File: src/rtl/wb_pkg.sv
// Shared write-back encodings and register-address width for the
// register-file write-port arbiter and its load FIFO.
package wb_pkg;

  localparam int REG_AW = 5;

  typedef logic [REG_AW-1:0] reg_addr_t;

  typedef enum logic [1:0] {
    WB_MEM = 2'b00,
    WB_ALU = 2'b01,
    WB_PC4 = 2'b10,
    WB_ILL = 2'b11
  } wbsel_e;

  // Only the ALU and link selections carry a value from the ALU side.
  function automatic logic sel_writes(input wbsel_e s);
    return (s == WB_ALU) || (s == WB_PC4);
  endfunction

endpackage

File: src/rtl/wb_load_fifo.sv
// Load-return buffer holding {rd, data}; exposes per-entry rd and occupancy
// so the arbiter can detect write-after-write hazards against ALU results.
module wb_load_fifo
  import wb_pkg::*;
#(
  parameter int XLEN  = 32,
  parameter int DEPTH = 2
) (
  input  logic                  clk,
  input  logic                  rst,
  input  logic                  push,
  input  reg_addr_t             push_rd,
  input  logic [XLEN-1:0]       push_data,
  input  logic                  pop,
  output logic                  full,
  output logic                  empty,
  output reg_addr_t             head_rd,
  output logic [XLEN-1:0]       head_data,
  output logic [DEPTH-1:0]      occ,
  output reg_addr_t [DEPTH-1:0] ent_rd
);

  localparam int AW = $clog2(DEPTH);
  localparam int CW = AW + 1;

  logic [AW-1:0]   wr_ptr;
  logic [AW-1:0]   rd_ptr;
  logic [CW-1:0]   count;
  reg_addr_t       mem_rd   [DEPTH];
  logic [XLEN-1:0] mem_data [DEPTH];

  assign full      = (count == CW'(DEPTH));
  assign empty     = (count == '0);
  assign head_rd   = mem_rd[rd_ptr];
  assign head_data = mem_data[rd_ptr];

  // An entry is live when its distance from the head is below the count.
  always_comb begin
    logic [AW-1:0] off;
    off = '0;
    for (int i = 0; i < DEPTH; i++) begin
      off       = AW'(i) - rd_ptr;
      occ[i]    = ({1'b0, off} < count);
      ent_rd[i] = mem_rd[i];
    end
  end

  always_ff @(posedge clk or negedge rst) begin
    if (!rst) begin
      wr_ptr <= '0;
      rd_ptr <= '0;
      count  <= '0;
    end else begin
      if (push) wr_ptr <= wr_ptr + 1'b1;
      if (pop)  rd_ptr <= rd_ptr + 1'b1;
      case ({push, pop})
        2'b10:   count <= count + 1'b1;
        2'b01:   count <= count - 1'b1;
        default: count <= count;
      endcase
    end
  end

  always_ff @(posedge clk) begin
    if (push) begin
      mem_rd[wr_ptr]   <= push_rd;
      mem_data[wr_ptr] <= push_data;
    end
  end

endmodule

File: src/rtl/wb_port_arbiter.sv
// Single register-file write port shared by the in-order ALU/jump path and
// buffered load returns, with WAW ordering and a bounded load-starvation age.
module wb_port_arbiter
  import wb_pkg::*;
#(
  parameter int XLEN       = 32,
  parameter int LBUF_DEPTH = 2,
  parameter int MAX_WAIT   = 4
) (
  input  logic            clk,
  input  logic            rst,
  input  logic            alu_valid,
  output logic            alu_ready,
  input  logic [4:0]      alu_rd,
  input  logic [1:0]      WBSel,
  input  logic [XLEN-1:0] alu_out,
  input  logic [XLEN-1:0] pc_plus4,
  input  logic            ld_valid,
  output logic            ld_ready,
  input  logic [4:0]      ld_rd,
  input  logic [XLEN-1:0] Wr_data,
  output logic            rf_we,
  output logic [4:0]      rf_waddr,
  output logic [XLEN-1:0] rf_wdata,
  output logic            sel_err
);

  localparam int AGE_W = (MAX_WAIT < 1) ? 1 : $clog2(MAX_WAIT + 1);

  function automatic logic [AGE_W-1:0] age_sat_inc(input logic [AGE_W-1:0] a);
    if (a >= AGE_W'(MAX_WAIT)) return AGE_W'(MAX_WAIT);
    return a + 1'b1;
  endfunction

  logic                      full;
  logic                      empty;
  reg_addr_t                 head_rd;
  logic [XLEN-1:0]           head_data;
  logic [LBUF_DEPTH-1:0]     occ;
  reg_addr_t [LBUF_DEPTH-1:0] ent_rd;
  logic                      push;
  logic                      haz_any;
  logic                      haz;
  logic                      gnt_ld;
  logic                      gnt_alu;
  logic [AGE_W-1:0]          age;
  wbsel_e                    sel;
  logic                      alu_we;
  logic [XLEN-1:0]           alu_wdata;

  // ld_ready comes from the registered count only, so a same-cycle pop
  // never reopens a full buffer.
  assign ld_ready = !full;
  assign push     = ld_valid && ld_ready;

  wb_load_fifo #(
    .XLEN  (XLEN),
    .DEPTH (LBUF_DEPTH)
  ) u_fifo (
    .clk       (clk),
    .rst       (rst),
    .push      (push),
    .push_rd   (ld_rd),
    .push_data (Wr_data),
    .pop       (gnt_ld),
    .full      (full),
    .empty     (empty),
    .head_rd   (head_rd),
    .head_data (head_data),
    .occ       (occ),
    .ent_rd    (ent_rd)
  );

  always_comb begin
    haz_any = 1'b0;
    for (int i = 0; i < LBUF_DEPTH; i++) begin
      if (occ[i] && (ent_rd[i] == alu_rd)) haz_any = 1'b1;
    end
  end

  assign haz = (alu_rd != '0) && haz_any;

  // The head wins whenever letting the ALU go would reorder, overflow or
  // starve it; a load pushed this cycle is not yet visible in the count.
  assign gnt_ld    = !empty && (!alu_valid || haz || full || (age == AGE_W'(MAX_WAIT)));
  assign gnt_alu   = alu_valid && !gnt_ld;
  assign alu_ready = gnt_alu;

  assign sel    = wbsel_e'(WBSel);
  assign alu_we = sel_writes(sel) && (alu_rd != '0);

  always_comb begin
    case (sel)
      WB_PC4:  alu_wdata = pc_plus4;
      default: alu_wdata = alu_out;
    endcase
  end

  // Register-file write stage
  always_ff @(posedge clk or negedge rst) begin
    if (!rst) begin
      rf_we    <= 1'b0;
      rf_waddr <= '0;
      rf_wdata <= '0;
      sel_err  <= 1'b0;
      age      <= '0;
    end else begin
      if (gnt_ld) begin
        rf_we    <= (head_rd != '0);
        rf_waddr <= head_rd;
        rf_wdata <= head_data;
      end else if (gnt_alu) begin
        rf_we    <= alu_we;
        rf_waddr <= alu_rd;
        rf_wdata <= alu_wdata;
        if (!sel_writes(sel)) sel_err <= 1'b1;
      end else begin
        rf_we <= 1'b0;
      end

      if (empty || gnt_ld) age <= '0;
      else                 age <= age_sat_inc(age);
    end
  end

endmodule

File: config.mk
export PLATFORM = sky130hd
export DESIGN_NAME = wb_port_arbiter
export DESIGN_NICKNAME = d
export VERILOG_FILES = /design/src/rtl/wb_pkg.sv /design/src/rtl/wb_load_fifo.sv /design/src/rtl/wb_port_arbiter.sv
export SDC_FILE = /design/constraint.sdc
export NUM_CORES = 1
export LEC_CHECK = 0
export BUFFER_PORTS_ARGS = -buffer_cell sky130_fd_sc_hd__buf_2
export CAP_MARGIN = 5
export CORE_AREA = 2 2 113 115
export CTS_CLUSTER_DIAMETER = 60
export DETAILED_ROUTE_END_ITERATION = 8
export DIE_AREA = 0 0 115 117
export GPL_TIMING_DRIVEN = 0
export PLACE_DENSITY = 0.7
export RECOVER_POWER = 50
export SYNTH_ARGS = -nofsm -noshare
export SYNTH_HDL_FRONTEND = slang
export SYNTH_HIERARCHICAL = 1
export SYNTH_SLANG_ARGS = --single-unit
File: constraint.sdc
create_clock -name clk -period 3.5 [get_ports clk]
set_input_delay 0 -clock clk [delete_from_list [all_inputs] [get_ports clk]]
set_output_delay 0 -clock clk [all_outputs]
set_load 0.02 [all_outputs]
==> run_summary.xml <==
<?xml version="1.0" encoding="UTF-8"?>
<metrics>
  <group name="run_status">
    <metric name="status" unit="">complete, but fails checks</metric>
    <metric name="violations_in_the_final_reports" unit="">max-capacitance violations, max-slew violations</metric>
  </group>
  <group name="timing">
    <metric name="worst_slew_margin_rel" unit="%">-3.36</metric>
    <metric name="final-hold-violation-count" unit="">0</metric>
    <metric name="worst_clock_skew" unit="ns">0.00704</metric>
    <metric name="slew_violations" unit="">25</metric>
    <metric name="timing_worst_slew_pin_value" unit="ns">1.55</metric>
    <metric name="final.setup.tns" unit="ns">0</metric>
    <metric name="timing.final.crit_share" unit="%">71.6</metric>
    <metric name="fin_crit" unit="ns">2.51</metric>
    <metric name="rsz0062_at_grt" unit="">false</metric>
    <metric name="holdWs" unit="ns">0.0196</metric>
    <metric name="timing.final.setup_violations" unit="">0</metric>
    <metric name="max_freq" unit="MHz">399</metric>
  </group>
  <group name="power_and_ir_drop">
    <metric name="finalPower" unit="mW">6.09</metric>
    <metric name="power-per-cell-area" unit="nW/um2">830</metric>
    <metric name="p_leak" unit="nW">2.91</metric>
    <metric name="power.ir.vdd_worst" unit="mV">0.566</metric>
  </group>
  <group name="drt">
    <metric name="route.vias.total" unit="">3803</metric>
    <metric name="avgRoutedWirePerCell" unit="um">17.2</metric>
    <metric name="highest_layer" unit="">met4</metric>
    <metric name="route.detailed.vias_per_inst" unit="">5.08</metric>
    <metric name="finalWirelength" unit="um">12900</metric>
    <metric name="wl_met1" unit="um">5700</metric>
    <metric name="detail_route.drc_violations" unit="">0</metric>
    <metric name="postRouteAntennaNets" unit="">0</metric>
    <metric name="firstDrtPassIters" unit="">4</metric>
    <metric name="met3WireLength" unit="um">572</metric>
    <metric name="drtIter0Drc" unit="">174</metric>
    <metric name="met2WireLength" unit="um">6470</metric>
  </group>
  <group name="floorplan">
    <metric name="core_area" unit="um2">12300</metric>
    <metric name="dieWidth" unit="um">115</metric>
    <metric name="number_of_rows_in_the_core_area" unit="">41</metric>
    <metric name="die_height" unit="um">117</metric>
    <metric name="floorplan.initialDensity" unit="%">43.9</metric>
    <metric name="fp.dieArea" unit="um2">13500</metric>
    <metric name="io-pin-count" unit="">153</metric>
  </group>
  <group name="flow_run">
    <metric name="maxCapViolations" unit="">1</metric>
  </group>
  <group name="placement">
    <metric name="port_buffers" unit="">151</metric>
    <metric name="post-dp-hpwl" unit="um">8490</metric>
    <metric name="dp_cells" unit="">676</metric>
    <metric name="gp_congestion" unit="">0.779</metric>
    <metric name="placed_area" unit="um2">6410</metric>
  </group>
  <group name="yosys">
    <metric name="synth_largest_area_cell" unit="">sky130_fd_sc_hd__edfxtp_1</metric>
    <metric name="synthesis.nets" unit="">489</metric>
    <metric name="async_sr_flop_fraction" unit="%">38.3</metric>
    <metric name="synth_area_leaders" unit="">sky130_fd_sc_hd__edfxtp_1, sky130_fd_sc_hd__dfrtp_1, sky130_fd_sc_hd__mux2_2, sky130_fd_sc_hd__mux2i_1, sky130_fd_sc_hd__a21oi_1</metric>
    <metric name="ys_ff_latch" unit="">120</metric>
    <metric name="ys_dominant_reg_cell" unit="">sky130_fd_sc_hd__edfxtp_1</metric>
    <metric name="synth_top_cell_area_share" unit="%">41.1</metric>
    <metric name="post-synth-top-count-cell" unit="">sky130_fd_sc_hd__mux2_2</metric>
    <metric name="synth_commonest_cells" unit="">sky130_fd_sc_hd__mux2_2, sky130_fd_sc_hd__edfxtp_1, sky130_fd_sc_hd__dfrtp_1</metric>
    <metric name="synthesis.yosys.warnings" unit="">6</metric>
    <metric name="synth_enable_flop_cells" unit="">74</metric>
    <metric name="netlist_instances" unit="">373</metric>
    <metric name="post_synth_num_cell_types" unit="">31</metric>
    <metric name="synth.cell_area" unit="um2">5400</metric>
    <metric name="seq_area_frac_synth" unit="%">62.5</metric>
    <metric name="avgSynthCellArea" unit="um2">14.5</metric>
  </group>
  <group name="clocking">
    <metric name="htree_levels" unit="">4</metric>
    <metric name="clk_latency" unit="ns">0.41</metric>
    <metric name="tritoncts" unit="">yes</metric>
    <metric name="cts_resized" unit="">0</metric>
    <metric name="tritoncts.num_buffers" unit="">17</metric>
    <metric name="clockRootBuffer" unit="">sky130_fd_sc_hd__clkbuf_16</metric>
    <metric name="worst_setup_hold_path_clk_slew" unit="ns">0.05</metric>
    <metric name="clockBufferDepth" unit="">2</metric>
    <metric name="cts.sinks" unit="">120</metric>
  </group>
  <group name="global_route">
    <metric name="via_count_of_the_first_global_routing_pass" unit="">3945</metric>
    <metric name="grt_max_degree" unit="">47</metric>
    <metric name="grt_pass1_wl" unit="um">20100</metric>
    <metric name="grt_util_all_layers" unit="%">20.3</metric>
    <metric name="antenna_violations_before_repair" unit="">0</metric>
    <metric name="globalRouteOverflowTotal" unit="">0</metric>
  </group>
  <group name="layout">
    <metric name="final_layout_size_suffix_gt1_share" unit="%">37.1</metric>
    <metric name="design.final.nets" unit="">701</metric>
    <metric name="area.growth.synth_to_final" unit="%">35.8</metric>
    <metric name="antennaDiodeCount" unit="">0</metric>
    <metric name="layout.cell_area.non_filler" unit="um2">7330</metric>
    <metric name="finished_layout_cells" unit="">748</metric>
  </group>
  <group name="worst_setup_path">
    <metric name="worst-endpoint-required" unit="ns">3.74</metric>
    <metric name="crit_path_max_fanout" unit="">24</metric>
    <metric name="crit_top_cell" unit="">sky130_fd_sc_hd__clkbuf_1</metric>
    <metric name="end_kind" unit="">asynchronous set/reset pin</metric>
    <metric name="crit_chain" unit="">dlygate4sd3_1, clkbuf_1, clkbuf_1</metric>
    <metric name="crit_type" unit="">in -&gt; async</metric>
    <metric name="worst_setup_sp_type" unit="">input pin</metric>
    <metric name="cp_max_stage_delay" unit="ns">1.20</metric>
    <metric name="cp_data_arrival_time" unit="ns">2.74</metric>
    <metric name="cp_slowest_cell" unit="">sky130_fd_sc_hd__clkbuf_1</metric>
  </group>
  <group name="min_path">
    <metric name="hold_class" unit="">in -&gt; reg</metric>
  </group>
</metrics>
-- state kept, by name (all words and copies together) (netlist names) --
| signal | cells |
|---|---|
| u_fifo/wr_ptr | 1 |
| u_fifo/mem_data | 64 |
| u_fifo/count | 2 |
| u_fifo/mem_rd | 10 |
| u_fifo/rd_ptr | 1 |
| age | 3 |
| rf_waddr | 5 |
| rf_wdata | 32 |
| sel_err | 1 |
| rf_we | 1 |
-- cell families (layout without fill, tap and decap cells) --
| family | count (synthesis) | count (layout) | share of synthesized area [%] |
|---|---|---|---|
| DFF | 120 | 120 | 62.5 |
| muxes | 112 | 112 | 22.6 |
| and+or+nand+nor | 58 | 58 | 4.96 |
| AOI/OAI and AO/OA | 36 | 36 | 3.85 |
| buffers and inverters | 28 | 253 | 2.78 |
| xor gates and xnor gates | 15 | 15 | 2.43 |
| adders and majority gates | 4 | 4 | 0.927 |
-- cell usage in the layout, fill, tap and decap left out, drive strengths merged, types with 2 or more instances in the layout --
master | netlist | layout
mux2i | 33 | 33
ha | 4 | 4
inv | 8 | 8
nand4 | 2 | 2
nor2 | 39 | 39
and2 | 2 | 2
clkbuf | 6 | 78
or4 | 2 | 2
dfrtp | 46 | 46
xnor2 | 12 | 12
buf | 14 | 117
nor3 | 2 | 2
bufinv | 0 | 3
a21oi | 32 | 32
a21o | 2 | 2
edfxtp | 74 | 74
dlygate4sd3 | 0 | 39
xor2 | 3 | 3
nand2 | 3 | 3
mux2 | 79 | 79
clkinv | 0 | 7
-- routing by layer --
| metal | vias to the layer above | GRT usage [%] |
|---|---|---|
| met5 | - | 0 |
| met4 | 0 | 9.64 |
| met3 | 15 | 5.05 |
| met2 | 120 | 34.0 |
| met1 | 1876 | 24.9 |
| li1 | 1792 | - |
-- final cells by class --
class / count / area (um2)
tap: 150 / 188
inverter: 8 / 30.0
timing repair buffer: 193 / 1140
buffer: 20 / 120
sequential: 120 / 3370
clock inverter: 11 / 126
clock buffer: 21 / 470
multi-input combinational: 225 / 1890
fill: 1003 / 4980
-- path summary, 6_finish.rpt --
kind,startpoint,endpoint,slack [ns],cells after the start
max,rst,rf_wdata[23],0.99,3
min,alu_rd[1],rf_waddr[1],0.02,3
max reg2reg,u_fifo/count[0],u_fifo/count[1],1.03,10
min reg2reg,sel_err,sel_err,0.47,1
max in group clk,u_fifo/count[0],u_fifo/count[1],1.03,10
min in group asynchronous,rst,rf_wdata[12],0.44,2
-- per-stage QoR --
| stage | worst slack, ns | util (%) |
|---|---|---|
| final | 0.994 | 59.6 |
| after global placement | -0.563 | 51.5 |
| after floorplan | 0.596 | - |
| after detailed placement | 1.07 | 52.0 |
| after global routing | 0.433 | 59.6 |
| after CTS | 1.03 | 60.1 |
-- critical path: cells and delay by family --
family | cells | cell delay [ns]
buf+inv | 3 | 2.73
-- report_power, final --
group          internal (mW)  switching (mW)
Sequential              2.01           0.221
Combinational          0.979            1.13
Clock                   1.16           0.585
-- what timing repair did --
item	4_1_cts	5_1_grt
buffers inserted	0	0
hold endpoints to repair	121	0
hold buffers	39	0
Note: power is estimated with default switching activity, not from simulation.
